[src/rtl/imem_boot_pkg.sv]
// Shared types and helpers for the instruction-memory boot loader.
package imem_boot_pkg;

    // Loader phases: header collection, payload load, checksum compare,
    // core released, and the sticky failure state.
    typedef enum logic [2:0] {
        COUNT = 3'd0,
        LOAD  = 3'd1,
        CHECK = 3'd2,
        RUN   = 3'd3,
        ERR   = 3'd4
    } state_t;

    localparam int unsigned BYTES_PER_WORD = 4;

    // Running image checksum: plain XOR of every payload word.
    function automatic logic [31:0] xor_fold(input logic [31:0] acc, input logic [31:0] w);
        return acc ^ w;
    endfunction

    // Header word count is judged on all 32 bits against memory capacity.
    function automatic logic count_exceeds(input logic [31:0] n, input int unsigned addr_w);
        return (n > (32'd1 << addr_w));
    endfunction

endpackage

[src/rtl/imem_boot_loader_byte_packer.sv]
// Packs an accepted byte stream into 32-bit big-endian words.
// word_valid is a combinational pulse in the cycle the 4th byte is accepted,
// so the owner can act on that same clock edge.
module byte_packer
    import imem_boot_pkg::*;
(
    input  logic        clk,
    input  logic        reset,
    input  logic        clear,
    input  logic        byte_valid,
    input  logic [7:0]  byte_data,
    output logic        word_valid,
    output logic [31:0] word
);

    localparam logic [1:0] LAST_BYTE = 2'(BYTES_PER_WORD - 1);

    logic [1:0]  count_r;
    logic [23:0] shift_r;

    assign word_valid = byte_valid && (count_r == LAST_BYTE);
    assign word       = {shift_r, byte_data};

    // Byte position counter and the first three bytes of the current word.
    always_ff @(posedge clk or negedge reset) begin
        if (!reset) begin
            count_r <= 2'd0;
            shift_r <= 24'd0;
        end else if (clear) begin
            count_r <= 2'd0;
            shift_r <= 24'd0;
        end else if (byte_valid) begin
            count_r <= count_r + 2'd1;
            shift_r <= {shift_r[15:0], byte_data};
        end
    end

endmodule

[src/rtl/imem_boot_loader.sv]
// Boot loader: receives a byte-streamed program image, writes it into
// instruction memory, verifies the XOR checksum and releases the core.
module imem_boot_loader
    import imem_boot_pkg::*;
#(
    parameter int ADDR_W = 8
) (
    input  logic              clk,
    input  logic              reset,
    input  logic              in_valid,
    input  logic [7:0]        in_data,
    output logic              in_ready,
    input  logic              restart,
    output logic              imem_we,
    output logic [ADDR_W-1:0] imem_addr,
    output logic [31:0]       imem_wdata,
    output logic              core_run,
    output logic              load_error,
    output logic [ADDR_W:0]   words_loaded
);

    localparam logic [ADDR_W:0] WL_ONE = {{ADDR_W{1'b0}}, 1'b1};

    state_t              state_r;
    state_t              next_state_s;
    logic                in_ready_s;
    logic                accept_s;
    logic                restart_s;
    logic                clear_s;
    logic                word_valid_s;
    logic [31:0]         word_s;
    logic                last_word_s;
    logic [31:0]         n_r;
    logic [31:0]         xor_r;
    logic [ADDR_W:0]     wl_r;
    logic                we_r;
    logic [ADDR_W-1:0]   addr_r;
    logic [31:0]         wdata_r;
    logic                run_r;
    logic                err_r;

    assign accept_s    = in_valid && in_ready_s;
    assign restart_s   = restart && ((state_r == RUN) || (state_r == ERR));
    assign clear_s     = restart_s || (next_state_s != state_r);
    assign last_word_s = ((32'(wl_r) + 32'd1) == n_r);

    assign in_ready     = in_ready_s;
    assign imem_we      = we_r;
    assign imem_addr    = addr_r;
    assign imem_wdata   = wdata_r;
    assign core_run     = run_r;
    assign load_error   = err_r;
    assign words_loaded = wl_r;

    byte_packer u_packer (
        .clk        (clk),
        .reset      (reset),
        .clear      (clear_s),
        .byte_valid (accept_s),
        .byte_data  (in_data),
        .word_valid (word_valid_s),
        .word       (word_s)
    );

    // Ready depends on state alone so the source never sees a loop through in_valid.
    always_comb begin
        in_ready_s = 1'b0;
        case (state_r)
            COUNT, LOAD, CHECK: in_ready_s = 1'b1;
            default:            in_ready_s = 1'b0;
        endcase
    end

    // Next-state decision; every transition lands on the edge that completes a word.
    always_comb begin
        next_state_s = state_r;
        case (state_r)
            COUNT: begin
                if (word_valid_s) begin
                    if (count_exceeds(word_s, ADDR_W)) begin
                        next_state_s = ERR;
                    end else if (word_s == 32'd0) begin
                        next_state_s = CHECK;
                    end else begin
                        next_state_s = LOAD;
                    end
                end else begin
                    next_state_s = state_r;
                end
            end
            LOAD: begin
                if (word_valid_s && last_word_s) begin
                    next_state_s = CHECK;
                end else begin
                    next_state_s = state_r;
                end
            end
            CHECK: begin
                if (word_valid_s) begin
                    if (word_s == xor_r) begin
                        next_state_s = RUN;
                    end else begin
                        next_state_s = ERR;
                    end
                end else begin
                    next_state_s = state_r;
                end
            end
            RUN, ERR: begin
                if (restart) begin
                    next_state_s = COUNT;
                end else begin
                    next_state_s = state_r;
                end
            end
            default: next_state_s = COUNT;
        endcase
    end

    // State register.
    always_ff @(posedge clk or negedge reset) begin
        if (!reset) begin
            state_r <= COUNT;
        end else begin
            state_r <= next_state_s;
        end
    end

    // Status flags follow the state being entered, so core_run rises on the
    // edge that accepts the final checksum byte.
    always_ff @(posedge clk or negedge reset) begin
        if (!reset) begin
            run_r <= 1'b0;
            err_r <= 1'b0;
        end else begin
            run_r <= (next_state_s == RUN);
            err_r <= (next_state_s == ERR);
        end
    end

    // Header count, running checksum, word counter and the memory write port.
    always_ff @(posedge clk or negedge reset) begin
        if (!reset) begin
            n_r     <= 32'd0;
            xor_r   <= 32'd0;
            wl_r    <= '0;
            we_r    <= 1'b0;
            addr_r  <= '0;
            wdata_r <= 32'd0;
        end else begin
            we_r <= 1'b0;
            if (restart_s) begin
                n_r    <= 32'd0;
                xor_r  <= 32'd0;
                wl_r   <= '0;
                addr_r <= '0;
            end else if (word_valid_s && (state_r == COUNT)) begin
                n_r <= word_s;
            end else if (word_valid_s && (state_r == LOAD)) begin
                we_r    <= 1'b1;
                addr_r  <= wl_r[ADDR_W-1:0];
                wdata_r <= word_s;
                wl_r    <= wl_r + WL_ONE;
                xor_r   <= xor_fold(xor_r, word_s);
            end
        end
    end

endmodule
[config.mk]
export PLATFORM = sky130hd
export DESIGN_NAME = imem_boot_loader
export DESIGN_NICKNAME = d
export VERILOG_FILES = /design/src/rtl/imem_boot_pkg.sv /design/src/rtl/imem_boot_loader_byte_packer.sv /design/src/rtl/imem_boot_loader.sv
export SDC_FILE = /design/constraint.sdc
export NUM_CORES = 1
export LEC_CHECK = 0
export CELL_PAD_IN_SITES_DETAIL_PLACEMENT = 0
export CELL_PAD_IN_SITES_GLOBAL_PLACEMENT = 1
export CORE_ASPECT_RATIO = 1.5
export CORE_MARGIN = 4
export CORE_UTILIZATION = 35
export DETAILED_ROUTE_END_ITERATION = 7
export DONT_BUFFER_PORTS = 1
export GPL_TIMING_DRIVEN = 0
export PLACE_DENSITY_LB_ADDON = 0.1
export RECOVER_POWER = 50
export SYNTH_ARGS = -nofsm -noshare
export SYNTH_HDL_FRONTEND = slang
export SYNTH_HIERARCHICAL = 1
export SYNTH_SLANG_ARGS = --single-unit
[constraint.sdc]
create_clock -name clk -period 3.2 [get_ports clk]
set_input_delay 0.32 -clock clk [delete_from_list [all_inputs] [get_ports clk]]
set_output_delay 0.32 -clock clk [all_outputs]
set_load 0.01 [all_outputs]
# Word level (Yosys, flattened, before mapping)
# Index checks and enable logic that the tools add are counted.
# word_totals
ff_bits,145
inputBits,12
out_inout_bits,53
wordCells,73
# op_classes
add_sub_neg,3
magnitude_cmp,1
eq_ne,11
mux,27
n_bitwise,3
n_reduce_logical,17
# op_table
op,n
$mux W32,5
$mux W24,2
$eq A10 B32 Y1,1
$eq A32 B32 Y1,1
$gt A32 B9 Y1 const B,1
$logic_not A32 Y1,1
$xor A32 B32 Y32,1
$mux W9,3
$mux W8,3
$mux W3,6
$pmux W3 S4,1
$add A9 B1 Y10 const B,1
$add A9 B1 Y9 const B,1
$eq A3 B2 Y1 const B,3
$eq A3 B3 Y1 const B,2
$logic_and A1 B1 Y1,6
$mux W2,3
$reduce_bool A2 Y1,3
$mux W1,4
$eq A3 B1 Y1 const B,1
$logic_not A3 Y1,1
$ne A3 B3 Y1,1
$reduce_and A3 Y1,1
$reduce_or A3 Y1,1
other kinds (7),9

# Depth between registers and ports, before layout
# logic_depth
ltp_word,11
ltp_mapped,15
ltp_nobuf,10

# By module
# Netlist, hierarchy kept.
# modules_own_cells
mod,instances,cells_each,area_each_um2,seq_area_each_um2
imem_boot_loader,1,557,5455.2,2977.9
byte_packer,1,94,1153.6,650.6

# Worst setup path before layout
# No wires, ideal clock.
# synth_timing
kind,register -> register
startpoint,register state_r[2]
endpoint,register u_packer.shift_r[10]
setup_time_ps,132
t_arrival_ps,3467
t_required_ps,3068
path_slack_ps,-399
path_stages_with_launch,16
path_buffers,5
period_less_slack_ps,3599
cell_sequence,dfrtp_1 > clkbuf_1 > a21oi_1 > and2_1 > buf_6 > buf_12 > and2_1 > nor4b_1 > nand4_1 > or4_4 > a2111oi_4 > a2111oi_2 > o31ai_2 > buf_2 > clkbuf_1 > nor2_1
# synth_between
elab_chain_cells,11
word_cells_on_any_way,22
classes_between,5 x eq/ne; 7 x mux; 10 x reduce/logical
# synth_rtl
item,line,source
"start, declared",imem_boot_loader.sv:24,state_t state_r;
"start signal, assigned",imem_boot_loader.sv:125,state_r <= next_state_s;
$eq A3 B1 Y1 (tied with other cells),imem_boot_loader.sv:68,case (state_r)
$reduce_or A3 Y1 (*),imem_boot_loader.sv:68,
$mux W1 (*),imem_boot_loader.sv:68,
via in_ready,imem_boot_loader.sv:12,"output logic in_ready,"
$logic_and A1 B1 Y1 (*),imem_boot_loader.sv:42,assign accept_s = in_valid && in_ready_s;
via accept_s,imem_boot_loader.sv:27,logic accept_s;
$logic_and A1 B1 Y1 (*),imem_boot_loader_byte_packer.sv:21,assign word_valid = byte_valid && (count_r == LAST_BYTE);
via word_valid_s,imem_boot_loader.sv:30,logic word_valid_s;
$logic_and A1 B1 Y1,imem_boot_loader.sv:92,if (word_valid_s && last_word_s) begin
$mux W3,imem_boot_loader.sv:92,
$pmux W3 S4 (*),imem_boot_loader.sv:77,case (state_r)
$ne A3 B3 Y1 (*),imem_boot_loader.sv:44,assign clear_s = restart_s || (next_state_s != state_r);
$logic_or A1 B1 Y1 (*),imem_boot_loader.sv:44,
via clear_s,imem_boot_loader.sv:29,logic clear_s;
$mux W24 / $reduce_bool A2 Y1 (equally long branches),-,
"end signal, assigned",imem_boot_loader_byte_packer.sv:34,"shift_r <= {shift_r[15:0], byte_data};"
"end, declared",imem_boot_loader_byte_packer.sv:19,logic [23:0] shift_r;
# Mark *: on every way through the listed nets, which the timed path passes. The rest lies on a longest branch.
# A chain may end at the register's enable or synchronous reset.

# Worst setup path after layout
# layout_timing
startpoint,register state_r[0]
endpoint,register u_packer.shift_r[13]
# The elaborated chain is that of the path after synthesis.

==> qor.yml <==
seqPwrFrac_pct: 46.0
nFillCells: 1800
endpoint_kind: "flip-flop"
wl_per_cell_um: 20.6
violations: "negative hold slack"
worst-path-max-fanout: 6
synth.avg_cell_area_um2: 10.2
fmax_mhz: 319
antenna_found_initial: 0
p_leak_nw: 3.61
ctsRootBufferMaster: "clkbuf_16"
clock-skew-final_ns: 0.0120
insertion_delay_ns: 0.42
initial_core_util_pct: 35.6
viasPerCell: 5.26
dr.max_layer_used: "met4"
dieArea_um2: 21200
vias: 4948
post-place-ws_ns: -0.676
swShare_pct: 37.2
first_pass_iters: 5
synth-simple-area-share_pct: 16.4
cp_num_buf_inv: 3
clock-sinks: 145
rsz0062_at_grt: "true"
die_x_um: 120
antenna_cells: 0
port_buffers: 0
crit_chain: "buf_6 > a21oi_4 > and2_4 > and2_4 > nor4b_4 > nand4_1 > or4_4 > a2111oi_4 > a2111oi_2 > o31ai_2 > buf_4 > buf_6 > nor2_1"
min-delay-path-class: "input port to asynchronous set/reset pin"
async_reset_ff_share_pct: 100
drtAntennaViolNets: 0
path_clk_slew_ns: 0.07
grt_pass1_wl_mm: 30.7
yosys.area.top_type: "dfrtp_1"
finalWorstSetupSlack_ns: 0.0687
layout_commonest_cell: "dfrtp_1"
path_delay_family: "simple AND/OR/NAND/NOR gates"
slowest_stage: "or4_4"
die_y_um: 176
track_usage_pct: 19.1
ff2ff_path_depth: 13
ys_seq_area_share_pct: 54.9
synth_compound_area_share_pct: 14.7
synthAdderAreaFrac_pct: 0.379
most-common-layout-cells: "dfrtp_1, nand2_1, o21ai_0"
drt-initial-drc-count: 302
synth.distinct_cells: 51
synth_mux_area_share_pct: 3.79
synth_ff_type: "dfrtp_1"
nets: 691
grt_pass1_vias: 5124
cts_tree: "yes"
yosys_warnings: 6
row_count: 61
met3_wirelength_um: 745
wl_mm: 19.4
grt_overflow_total: 0
r2r_end: "u_packer/shift_r[13]"
finalCritPeriodShare_pct: 97.9
r2r_slack_ns: 0.07
finalSetupViolCount: 0
synth_edf_count: 0
core_um2: 18500
power.internal_mw: 4.64
cp_data_arrival_time_ns: 3.43
post-dp-hpwl_mm: 13.6
yosys_register_bits: 145
pwr-share-comb_pct: 26.3
synth_top_family_by_area: "simple AND/OR/NAND/NOR gates"
area_growth_pct: 16.5
power_frac_clock_pct: 27.7
outcome: "finished with violations"
synth_top_area_share_pct: 54.9
critical_path_required_ns: 3.50
maxSlewViolCount: 0
switchingPower_mw: 2.74
critPathKind: "flip-flop to flip-flop"
slew_headroom_pct: 51.5
ir_drop_uv: 375
synth.area.top_cells: "dfrtp_1, nand2_1, o21ai_0, a22o_1, nor2_1"
tightest_slew_ns: 0.728
met2WireLength_mm: 10.2
slowest_delay_ns: 0.59
syn_area_um2: 6610
gp_congestion: 0.883
drc: 0
hold_violations: 145
min_period_ns: 3.13
power_density_nw_per_um2: 958
synthCells: 651
cts_made_buffers: 17
start_kind: "flip-flop"
ioPinCount: 65
drive_gt1_share_pct: 12.2
syn_nets: 665
grt_max_degree: 146
whs_ns: -0.415
r2r_start: "state_r[0]"
clock_path_buffers: 2
wl_met1_mm: 8.13
h-tree-depth: 4
synth-xor-area-share_pct: 6.10
maxCapViolCount: 0
==> cells by family after synthesis <==
| family | count (synthesis) |
|---|---|
| AND/OR/NAND/NOR | 242 |
| flip-flops | 145 |
| XOR/XNOR | 46 |
| AO/OA/AOI/OAI | 145 |
| buffers and inverters | 46 |
| multiplexers | 25 |
| adder cells (fa/ha/maj) | 2 |
==> power by group through the flow <==
stage	Clock, mW	Combinational, mW	Sequential, mW
finish	2.04	1.94	3.40
global placement	0	1.78	3.39
CTS	2.09	1.89	3.40
detailed placement	0	1.82	3.41
floorplan	0	1.37	3.10
global route	2.16	2.15	3.49
==> sequential cells by signal, summed over array words and instances, names as in the netlist <==
register          cells
core_run              1
load_error            1
imem_wdata           32
xor_r                32
n_r                  32
imem_addr             8
u_packer/shift_r     24
u_packer/count_r      2
state_r               3
words_loaded          9
imem_we               1
==> cells in the mapped netlist (2+ instances only) <==
master / count
nand3_1: 5
or3_1: 2
mux2i_1: 25
nand2_1: 111
buf_4: 8
dfrtp_1: 145
nor4_1: 19
o31ai_1: 2
and2_1: 5
nand2b_1: 5
nor2_1: 67
nand4_1: 9
xnor2_1: 26
clkbuf_1: 25
o21ai_0: 77
buf_2: 5
a22o_1: 42
nor2b_1: 2
nor3_1: 5
inv_1: 4
o41ai_1: 2
buf_12: 2
ha_1: 2
xor2_1: 20
a21oi_1: 9
nand3b_1: 2
==> area by class of cell <==
cell class	instances	area (um2)	share of cell area, %
Clock buffer	17	425	5.53
Multi-Input combinational cell	460	2810	36.5
Timing Repair Buffer	12	97.6	1.27
Sequential cell	145	3630	47.2
Clock inverter	14	166	2.16
Tap cell	252	315	4.10
Buffer	37	236	3.07
Inverter	4	15.0	0.195
==> per-stage QoR <==
stage	utilization (%)	setup TNS, ns	cells	power [mW]	area [um2]
final	41.5	0	941	7.38	7700
after global routing	41.5	-1.62	941	7.80	7700
after CTS	41.3	-1.51	939	7.38	7650
after detailed placement	37.7	-24.70	903	5.22	6980
after global placement	37.7	-22.48	903	5.17	6980
after floorplan	-	-0.914	651	4.47	6670
==> worst max path at each step <==
| stage | cells after the start | slack [ns] | endpoint | startpoint |
|---|---|---|---|---|
| 2_1_floorplan | 15 | -0.06 | u_packer/shift_r[8] | state_r[2] |
| 3_3_place_gp | 15 | -0.66 | u_packer/shift_r[21] | state_r[1] |
| 6_report | 13 | 0.07 | u_packer/shift_r[13] | state_r[0] |
| 3_5_place_dp | 15 | -0.68 | u_packer/shift_r[21] | state_r[1] |
| 4_1_cts | 14 | -0.07 | u_packer/shift_r[3] | state_r[1] |
| 5_1_grt | 13 | -0.07 | u_packer/shift_r[6] | state_r[0] |
==> per-layer routing <==
metal | GRT usage, % | vias up
met2 | 33.8 | 110
li1 | - | 2307
met3 | 3.46 | 20
met1 | 23.4 | 2511
met4 | 6.50 | 0
met5 | 0 | -
==> what timing repair did <==
item / CTS / global route
endpoints found under the setup margin: 98 / 30
cloned: 0 / 1
buffers inserted: 8 / 3
endpoints found under the hold margin: 145 / 145
pin swaps: 11 / 2
resized for setup: 12 / 14
(Power assumes the default switching activity.)
